===== config.mk =====
export PLATFORM = sky130hd
export DESIGN_NAME = sockit_spi_slv
export DESIGN_NICKNAME = d
export VERILOG_FILES = /design/src/rtl/sockit_spi_slv.sv
export SDC_FILE = /design/constraint.sdc
export NUM_CORES = 1
export LEC_CHECK = 0
export CAP_MARGIN = 15
export CELL_PAD_IN_SITES_DETAIL_PLACEMENT = 0
export CELL_PAD_IN_SITES_GLOBAL_PLACEMENT = 1
export CORE_MARGIN = 1
export CORE_UTILIZATION = 25
export DETAILED_ROUTE_END_ITERATION = 6
export GPL_TIMING_DRIVEN = 0
export PLACE_DENSITY_LB_ADDON = 0.1
export SLEW_MARGIN = 30
export SYNTH_ARGS = -nofsm -noshare
export SYNTH_HDL_FRONTEND = slang
export SYNTH_SLANG_ARGS = --single-unit

===== constraint.sdc =====
create_clock -name clk -period 2.95 [get_ports clk]
set_input_delay 0.59 -clock clk [delete_from_list [all_inputs] [get_ports clk]]
set_output_delay 0.59 -clock clk [all_outputs]
set_load 0.01 [all_outputs]

===== src/rtl/sockit_spi_slv.sv =====
// sockit_spi_slv: single-clock SPI slave. The SPI pins are oversampled in
// the clk domain. MOSI is deserialized into words that are pushed to the
// input queue (qui_*). Words taken from the output queue (quo_*) are
// serialized onto MISO. All four CPOL/CPHA modes are supported. SCLK must
// be no faster than clk/6.
//
// Parameters:
//   SDW  serial word width
//   SDL  log2(SDW), width of the bit counter
//   SYN  synchronizer depth for the SPI inputs (>= 2)
//
// Ports:
//   clk, rst            system clock; asynchronous active-low reset
//   spi_cfg             [0] pha, [1] pol, [6] dir (1 = MSB first)
//   quo_req/dat/grt     output queue; a word is taken when req & grt
//   qui_req/ctl/dat/grt input queue; ctl = {first word since SS, underrun}
//   spi_sclk_i, spi_ss_i, spi_sdi_i   SCLK, active-high SS, MOSI
//   spi_sdo_o, spi_sdo_e              MISO and its output enable
//   sts_ovr, sts_udr    sticky overrun/underrun, cleared when SS asserts
//
// Build option: define SOCKIT_SPI_SLV_LSB_EN so that spi_cfg[6] selects the
// shift direction. When it is undefined, words are always sent and received
// MSB first and spi_cfg[6] is ignored.
module sockit_spi_slv #(
  parameter int SDW = 8,
  parameter int SDL = 3,
  parameter int SYN = 2
) (
  input  logic           clk,
  input  logic           rst,
  input  logic [31:0]    spi_cfg,
  input  logic           quo_req,
  input  logic [SDW-1:0] quo_dat,
  output logic           quo_grt,
  output logic           qui_req,
  output logic [1:0]     qui_ctl,
  output logic [SDW-1:0] qui_dat,
  input  logic           qui_grt,
  input  logic           spi_sclk_i,
  input  logic           spi_ss_i,
  input  logic           spi_sdi_i,
  output logic           spi_sdo_o,
  output logic           spi_sdo_e,
  output logic           sts_ovr,
  output logic           sts_udr
);

  typedef enum logic [1:0] {IDLE, START, ACTIVE} state_t;

  logic [SYN-1:0] sclk_sync, ss_sync, sdi_sync;
  logic           sclk_d;
  logic           sclk_s, ss_s, sdi_s;
  logic           cfg_pha, cfg_pol;
  logic           k_now, k_old, sample_e, shift_e;
  state_t         state;
  logic [SDL-1:0] bit_cnt;
  logic [SDW-1:0] rx_sr, rx_nxt;
  logic [SDW-1:0] tx_sr, tx_shf, tx_buf;
  logic           tx_vld, rx_vld, first_flg, udr_tag;
  logic           quo_xfer, load;
  logic           cfg_unused;

  assign cfg_pha = spi_cfg[0];
  assign cfg_pol = spi_cfg[1];

  // Input synchronizers plus one edge-detect register on SCLK
  always_ff @(posedge clk or negedge rst) begin
    if (!rst) begin
      sclk_sync <= '0;
      ss_sync   <= '0;
      sdi_sync  <= '0;
      sclk_d    <= 1'b0;
    end else begin
      sclk_sync <= {sclk_sync[SYN-2:0], spi_sclk_i};
      ss_sync   <= {ss_sync[SYN-2:0], spi_ss_i};
      sdi_sync  <= {sdi_sync[SYN-2:0], spi_sdi_i};
      sclk_d    <= sclk_s;
    end
  end

  assign sclk_s = sclk_sync[SYN-1];
  assign ss_s   = ss_sync[SYN-1];
  assign sdi_s  = sdi_sync[SYN-1];

  // Folding pol and pha into k makes a rising k the sample edge and a
  // falling k the shift edge in every mode.
  assign k_now    = sclk_s ^ cfg_pol ^ cfg_pha;
  assign k_old    = sclk_d ^ cfg_pol ^ cfg_pha;
  assign sample_e = k_now & ~k_old;
  assign shift_e  = ~k_now & k_old;

`ifdef SOCKIT_SPI_SLV_LSB_EN
  logic cfg_dir;
  assign cfg_dir    = spi_cfg[6];
  assign cfg_unused = &{1'b0, spi_cfg[31:7], spi_cfg[5:2]};
  assign rx_nxt     = cfg_dir ? {rx_sr[SDW-2:0], sdi_s} : {sdi_s, rx_sr[SDW-1:1]};
  assign tx_shf     = cfg_dir ? {tx_sr[SDW-2:0], 1'b1} : {1'b1, tx_sr[SDW-1:1]};
  assign spi_sdo_o  = cfg_dir ? tx_sr[SDW-1] : tx_sr[0];
`else
  assign cfg_unused = &{1'b0, spi_cfg[31:2]};
  assign rx_nxt     = {rx_sr[SDW-2:0], sdi_s};
  assign tx_shf     = {tx_sr[SDW-2:0], 1'b1};
  assign spi_sdo_o  = tx_sr[SDW-1];
`endif

  assign quo_grt  = ~tx_vld;
  assign qui_req  = rx_vld;
  assign quo_xfer = quo_req & ~tx_vld;

  // pha=0 preloads in START; afterwards both phases load on the shift edge
  // that starts a word (bit_cnt back at 0), which replaces the shift.
  assign load = ((state == START) & ~cfg_pha) |
                ((state == ACTIVE) & ss_s & shift_e & (bit_cnt == '0));

  // Control FSM and datapath registers
  always_ff @(posedge clk or negedge rst) begin
    if (!rst) begin
      state     <= IDLE;
      bit_cnt   <= '0;
      rx_sr     <= '0;
      tx_sr     <= '1;
      tx_buf    <= '0;
      tx_vld    <= 1'b0;
      rx_vld    <= 1'b0;
      first_flg <= 1'b0;
      udr_tag   <= 1'b0;
      qui_ctl   <= 2'b00;
      qui_dat   <= '0;
      spi_sdo_e <= 1'b0;
      sts_ovr   <= 1'b0;
      sts_udr   <= 1'b0;
    end else begin
      if (qui_req & qui_grt) rx_vld <= 1'b0;

      case (state)
        IDLE: begin
          if (ss_s) state <= START;
        end
        START: begin
          sts_ovr   <= 1'b0;
          sts_udr   <= 1'b0;
          first_flg <= 1'b1;
          udr_tag   <= 1'b0;
          spi_sdo_e <= 1'b1;
          state     <= ACTIVE;
        end
        ACTIVE: begin
          if (!ss_s) begin
            // Partial words are dropped; queued data on both sides survives.
            state     <= IDLE;
            spi_sdo_e <= 1'b0;
            bit_cnt   <= '0;
            rx_sr     <= '0;
            tx_sr     <= '1;
          end else begin
            if (sample_e) begin
              rx_sr <= rx_nxt;
              if (bit_cnt == SDL'(SDW-1)) begin
                bit_cnt   <= '0;
                first_flg <= 1'b0;
                // A grant in this same cycle frees the slot for the new word.
                if (!rx_vld || qui_grt) begin
                  qui_dat <= rx_nxt;
                  qui_ctl <= {first_flg, udr_tag};
                  rx_vld  <= 1'b1;
                end else begin
                  sts_ovr <= 1'b1;
                end
              end else begin
                bit_cnt <= bit_cnt + 1'b1;
              end
            end
            if (shift_e && !load) tx_sr <= tx_shf;
          end
        end
        default: state <= IDLE;
      endcase

      if (load) begin
        tx_sr   <= tx_vld ? tx_buf : '1;
        udr_tag <= ~tx_vld;
        if (!tx_vld) sts_udr <= 1'b1;
      end

      if (quo_xfer) begin
        tx_buf <= quo_dat;
        tx_vld <= 1'b1;
      end else if (load) begin
        tx_vld <= 1'b0;
      end
    end
  end

endmodule


==> flow_metrics.tcl, run 1 <==
set metrics [dict create \
    hold_viol 0 \
    synthTopCellsByArea "dfrtp_1, dfstp_2, mux2_2" \
    max_freq_ghz 0.395 \
    yosysTopAreaCell "dfrtp_1" \
    synth_edf_count 0 \
    finalSetupViolCount 0 \
    die_h_um 96.5 \
    first_pass_iters 4 \
    syn_area_um2 2230 \
    synth_top_area_share_pct 49.3 \
    worst_path_max_delay_cell "clkdlybuf4s50_1" \
    cts_setup_buffers 0 \
    final-max-slew-violation-count 0 \
    grt.overflow.total 0 \
    dp_hpwl_um 3230 \
    startpoint_type "primary input" \
    grt_pass1_wl_um 7860 \
    synthToLayoutAreaGrowth_pct 26.0 \
    num_io_pins 63 \
    critical_path_required_ns 3.15 \
    crit_arrival_ns 2.73 \
    core_area_um2 8680 \
    synth_fp_nets 221 \
    outcome "finished clean" \
    grtUsageMet3_pct 4.15 \
    async_flop_share_pct 100 \
    rsz0062_at_grt "no" \
    clock-root-buffer "clkbuf_8" \
    ant_nets 0 \
    yosysSeqAreaShare_pct 58.7 \
    period_minus_slack_ns 2.53 \
    ys.flop_type "dfrtp_1" \
    synthCells 166 \
    path_clk_slew_ns 0.09 \
    path_cells "clkdlybuf4s50_1 -> xor2_2 -> mux2i_1 -> and3_4 -> nand3_4 -> mux2_4" \
    place_area_um2 2710 \
    htree_levels 2 \
    cts_tree "built" \
    synth_cell_type_count 30 \
    grt_max_degree 37 \
    holdBufCountCts 0 \
    p_leak_nw 1.23 \
    clock_latency_ns 0.30 \
    final_layout_size_suffix_gt1_share_pct 22.2 \
    seqCellArea_um2 1310 \
    track_usage_pct 11.8 \
    nNetsFinal 261 \
    fp.dieW_um 96.5 \
    drt_drc_violations_left 0 \
    synth_warnings 0 \
    std_cell_rows 34 \
    syn_area_per_cell_um2 13.4 \
    clockBufferDepth 2 \
    wl_per_cell_um 14.7 \
    grt.busiest_layer "met2" \
    vias 1421 \
    fillCellCount 894 \
    dieArea_um2 9310 \
    worst_slew_pin_slew_ns 0.681 \
    setup.worst_path.class "primary input to flip-flop" \
    whs_ns 0.141 \
    diodes 0 \
    cts.sinks 52 \
    worstSetupEndpointType "flip-flop" \
    gp_congestion 0.724 \
    clock_skew_ns 0.00631 \
    cp_max_fo 10 \
    p_per_area_nw_per_um2 763 \
    met2_usage_pct 17.7 \
    ys_seq_elements 52 \
    ctsResizeCount 0 \
    port_buffers 32 \
    cts_made_buffers 5 \
    drt_iter0_markers 43 \
    final_cell_area_um2 2810 \
    drv_cap 0 \
    start_util_pct 25.7 \
    vdd_drop_max_mv 0.238 \
    slew_headroom_pct 53.3 \
    antenna_found_initial 0 \
    fin_crit_sh_pct 85.8 \
    critPathMaxStageDelay_ns 0.60 \
    finalWirelength_um 4640 \
    use_met1_pct 15.7 \
    vias_per_cell 4.51 \
    multiInputGateArea_um2 860 \
    min_path_type "primary input to asynchronous set/reset pin" \
    grt_pass1_vias 1522 \
]
[routing by layer]
layer	vias to the layer above	part of all wire [%]
li1	676	-
met1	709	48
met2	34	46
met3	2	5.1
met4	0	0.82
met5	-	0
[layout make-up]
cell class | count | share of cell area (%)
plain buffers | 5 | 0.712
multi-input cells | 98 | 30.6
repair buffers | 33 | 12.0
clock inverters | 2 | 1.25
well taps | 108 | 4.80
flip-flops and latches | 52 | 46.6
inverters | 11 | 1.47
clock buffers | 6 | 2.58
[through the flow]
stage | TNS (ns) | cells | setup WS (ns) | power, mW | util, %
after detailed placement | 0 | 307 | 0.0797 | 1.68 | 31.2
after floorplan | 0 | 166 | 1.01 | 1.45 | -
after global routing | 0 | 315 | 0.336 | 2.32 | 32.4
after CTS | 0 | 315 | 0.427 | 2.19 | 32.4
final | 0 | 315 | 0.420 | 2.15 | 32.4
after global placement | -15.34 | 306 | -0.352 | 1.66 | 31.0
[registers in the layout, summed over array words and instances (netlist names), 2 cells and up]
signal     cells
bit_cnt        3
sclk_sync      2
sdi_sync       2
qui_ctl        2
state          2
tx_sr          8
tx_buf         8
qui_dat        8
rx_sr          7
ss_sync        2
[where the power goes]
group / switching, mW / total [mW] / internal [mW]
Clock: 0.237 / 0.489 / 0.252
Combinational: 0.344 / 0.644 / 0.300
Sequential: 0.0962 / 1.01 / 0.916
[critical path: cells and delay by family]
kind	cells	cell delay, ns
xor gates and xnor gates	1	0.26
buffers and inverters	1	0.60
muxes	2	0.81
and+or+nand+nor	2	0.45
[cells in the final DEF, fill, tap and decap left out, types with 3 or more instances in the layout]
cell type	instances
clkdlybuf4s50_1	31
clkbuf_1	5
a22o_1	12
nand2b_1	3
dfrtp_1	44
nor2_1	8
clkbuf_8	5
mux2_4	3
dfstp_2	8
inv_1	11
o21ai_0	4
o2bb2ai_1	5
nand2_1	5
nor3_1	6
mux2i_1	5
ha_1	8
mux2_2	18
a21oi_1	4
a311oi_1	5
[cells by family (layout without fill, tap and decap cells)]
| group | after synthesis | count (layout) | synth area share (%) |
|---|---|---|---|
| AOI/OAI and AO/OA | 35 | 35 | 12.9 |
| muxes | 26 | 26 | 13.3 |
| and+or+nand+nor | 28 | 28 | 7.06 |
| DFF | 52 | 52 | 58.7 |
| buffers and inverters | 16 | 57 | 2.75 |
| adders and majority gates | 8 | 8 | 4.48 |
| xor gates and xnor gates | 1 | 1 | 0.729 |
[final timing paths]
path	startpoint	to	slack, ns	depth (start not counted)
worst max register to register	state[0]$_DFFE_PN0P_	tx_sr[6]$_DFFE_PN1P_	0.67	7
min in group clk	sclk_sync[0]$_DFF_PN0_	sclk_sync[1]$_DFF_PN0_	0.36	0
worst min register to register	sclk_sync[0]$_DFF_PN0_	sclk_sync[1]$_DFF_PN0_	0.36	0
worst min-delay path	rst	qui_dat[6]$_DFFE_PN0P_	0.14	1
max in group asynchronous	rst	tx_sr[3]$_DFFE_PN1P_	2.27	2
worst max-delay path	spi_cfg[0]	qui_ctl[0]$_DFFE_PN0P_	0.42	6
[synth_stat cells (3+ instances only)]
| cell type | count |
|---|---|
| nor3_1 | 6 |
| inv_1 | 11 |
| nand2_1 | 5 |
| dfrtp_1 | 44 |
| o21ai_0 | 4 |
| mux2_2 | 18 |
| a311oi_1 | 5 |
| dfstp_2 | 8 |
| nand2b_1 | 3 |
| nor2_1 | 8 |
| a21oi_1 | 4 |
| mux2i_1 | 5 |
| ha_1 | 8 |
| a22o_1 | 12 |
| o2bb2ai_1 | 5 |
| clkbuf_1 | 4 |
| mux2_4 | 3 |
No activity file was read; power rests on OpenSTA's default activity.
==> run 2: changes to the inputs <==
Settings changed: CORE_UTILIZATION 25 to 40.
==> flow_metrics.tcl, run 2 (synthesized netlist as in run 1, its figures left out) <==
set metrics [dict create \
    final-max-slew-violation-count 0 \
    grt_pass1_vias 1519 \
    critical_path_required_ns 3.15 \
    cp_top_family "multiplexers" \
    cp_num_buf_inv 1 \
    r2r-start "state[0]$_DFFE_PN0P_" \
    dr_wl_met2_um 1940 \
    min_path_type "primary input to asynchronous set/reset pin" \
    clock-root-buffer "clkbuf_8" \
    cts.sinks 52 \
    dp_hpwl_um 2860 \
    drt_iter0_markers 60 \
    crit_start "spi_cfg[0]" \
    vias_per_cell 5.15 \
    first_pass_iters 4 \
    drt-met1-wl_um 1970 \
    multiInputGateArea_um2 860 \
    std_cell_rows 26 \
    cts_made_buffers 5 \
    fillCellCount 447 \
    startpoint_type "primary input" \
    final_util_pct 52.1 \
    cts_tree "built" \
    fp.dieW_um 76.7 \
    slew_headroom_pct 57.3 \
    clockBufferDepth 2 \
    track_usage_pct 15.9 \
    worst_path_max_delay_cell "clkdlybuf4s50_1" \
    ff2ff_setup_slack_ns 0.75 \
    grt_max_degree 53 \
    wl_met3_um 155 \
    p_leak_nw 1.21 \
    num_io_pins 63 \
    top_regs "qui_dat (8), tx_buf (8), tx_sr (8)" \
    die_h_um 76.7 \
    worstSetupEndpointType "flip-flop" \
    htree_levels 2 \
    gp_congestion 0.732 \
    vdd_drop_max_mv 0.405 \
    nNetsFinal 260 \
    period_minus_slack_ns 2.49 \
    finalSetupViolCount 0 \
    hold_viol 0 \
    grt.overflow.total 0 \
    clock_latency_ns 0.31 \
    vias 1422 \
    ctsResizeCount 0 \
    setup.worst_path.class "primary input to flip-flop" \
    clock_skew_ns 0.0108 \
    dieArea_um2 5880 \
    cts_setup_buffers 0 \
    max_freq_ghz 0.401 \
    power_mw 2.05 \
    start_util_pct 42.6 \
    p_per_area_nw_per_um2 752 \
    fin_crit_sh_pct 84.5 \
    final_layout_size_suffix_gt1_share_pct 21.8 \
    wl_per_cell_um 15.0 \
    path_cells "clkdlybuf4s50_1 -> xor2_2 -> mux2i_1 -> and3_4 -> nand3_4 -> mux2_4" \
    finalWirelength_um 4140 \
    most-common-layout-cells "dfrtp_1, clkdlybuf4s50_1, mux2_2" \
    drv_cap 0 \
    top_layer "met4" \
    rsz0062_at_grt "no" \
    critPathMaxStageDelay_ns 0.62 \
    grt_pass1_wl_um 7200 \
    port_buffers 32 \
    seqCellArea_um2 1310 \
    core_area_um2 5240 \
    holdBufCountCts 0 \
    crit_arrival_ns 2.69 \
    path_clk_slew_ns 0.09 \
    cp_max_fo 10 \
    ant_nets 0 \
    outcome "finished clean" \
    final_common_cell "dfrtp_1" \
    diodes 0 \
    synthToLayoutAreaGrowth_pct 22.1 \
    worst_slew_pin_slew_ns 0.623 \
    antenna_found_initial 0 \
    drt_drc_violations_left 0 \
]
run 2: cell types whose count changed in the layout (fill, tap and decap cells not counted):
cell,delta
buf_12,-1
clkinv_2,-1
clkinvlp_4,+1
clkinv_4,+1
bufinv_16,-1
run 2: metrics by stage:
step           hold WS [ns]  instances  worst slack [ns]  setup TNS, ns  cell area (µm²)
3_3_place_gp          0.338        268            -0.172          -7.49             2640
4_1_cts               0.322        276             0.461              0             2730
6_report              0.285        276             0.456              0             2730
5_1_grt               0.341        276             0.321              0             2730
3_5_place_dp          0.341        268             0.152              0             2640
2_1_floorplan         0.294        166              1.01              0             2230
run 2: final cells by class:
cell class / instances / share of cell area (%)
plain buffers: 5 / 0.734
clock buffers: 6 / 2.66
clock inverters: 2 / 0.597
multi-input cells: 98 / 31.5
inverters: 11 / 1.51
well taps: 70 / 3.21
flip-flops and latches: 52 / 48.1
repair buffers: 32 / 11.7
run 2: routing by layer:
metal / GRT usage, % / vias to the layer above
met1: 21.0 / 715
met2: 24.8 / 31
met4: 7.69 / 0
met5: 0 / -
met3: 3.57 / 7
li1: - / 669
run 2: path summary, 6_finish.rpt:
check | to | depth (start not counted)
max in group asynchronous | sclk_sync[0]$_DFF_PN0_ | 1
min in group clk | ss_sync[1]$_DFF_PN0_ | 0
setup reg to reg | tx_sr[6]$_DFFE_PN1P_ | 7
hold reg to reg | ss_sync[1]$_DFF_PN0_ | 0
setup / recovery | qui_ctl[1]$_DFFE_PN0P_ | 6
hold / removal | state[0]$_DFFE_PN0P_ | 1
run 2: where the power goes:
part	leakage [nW]	total (mW)	switching, mW	internal (mW)
Sequential	0.648	1.01	0.0986	0.916
Combinational	0.516	0.627	0.330	0.297
Clock	0.0414	0.408	0.239	0.169
Total	1.21	2.05	0.667	1.38
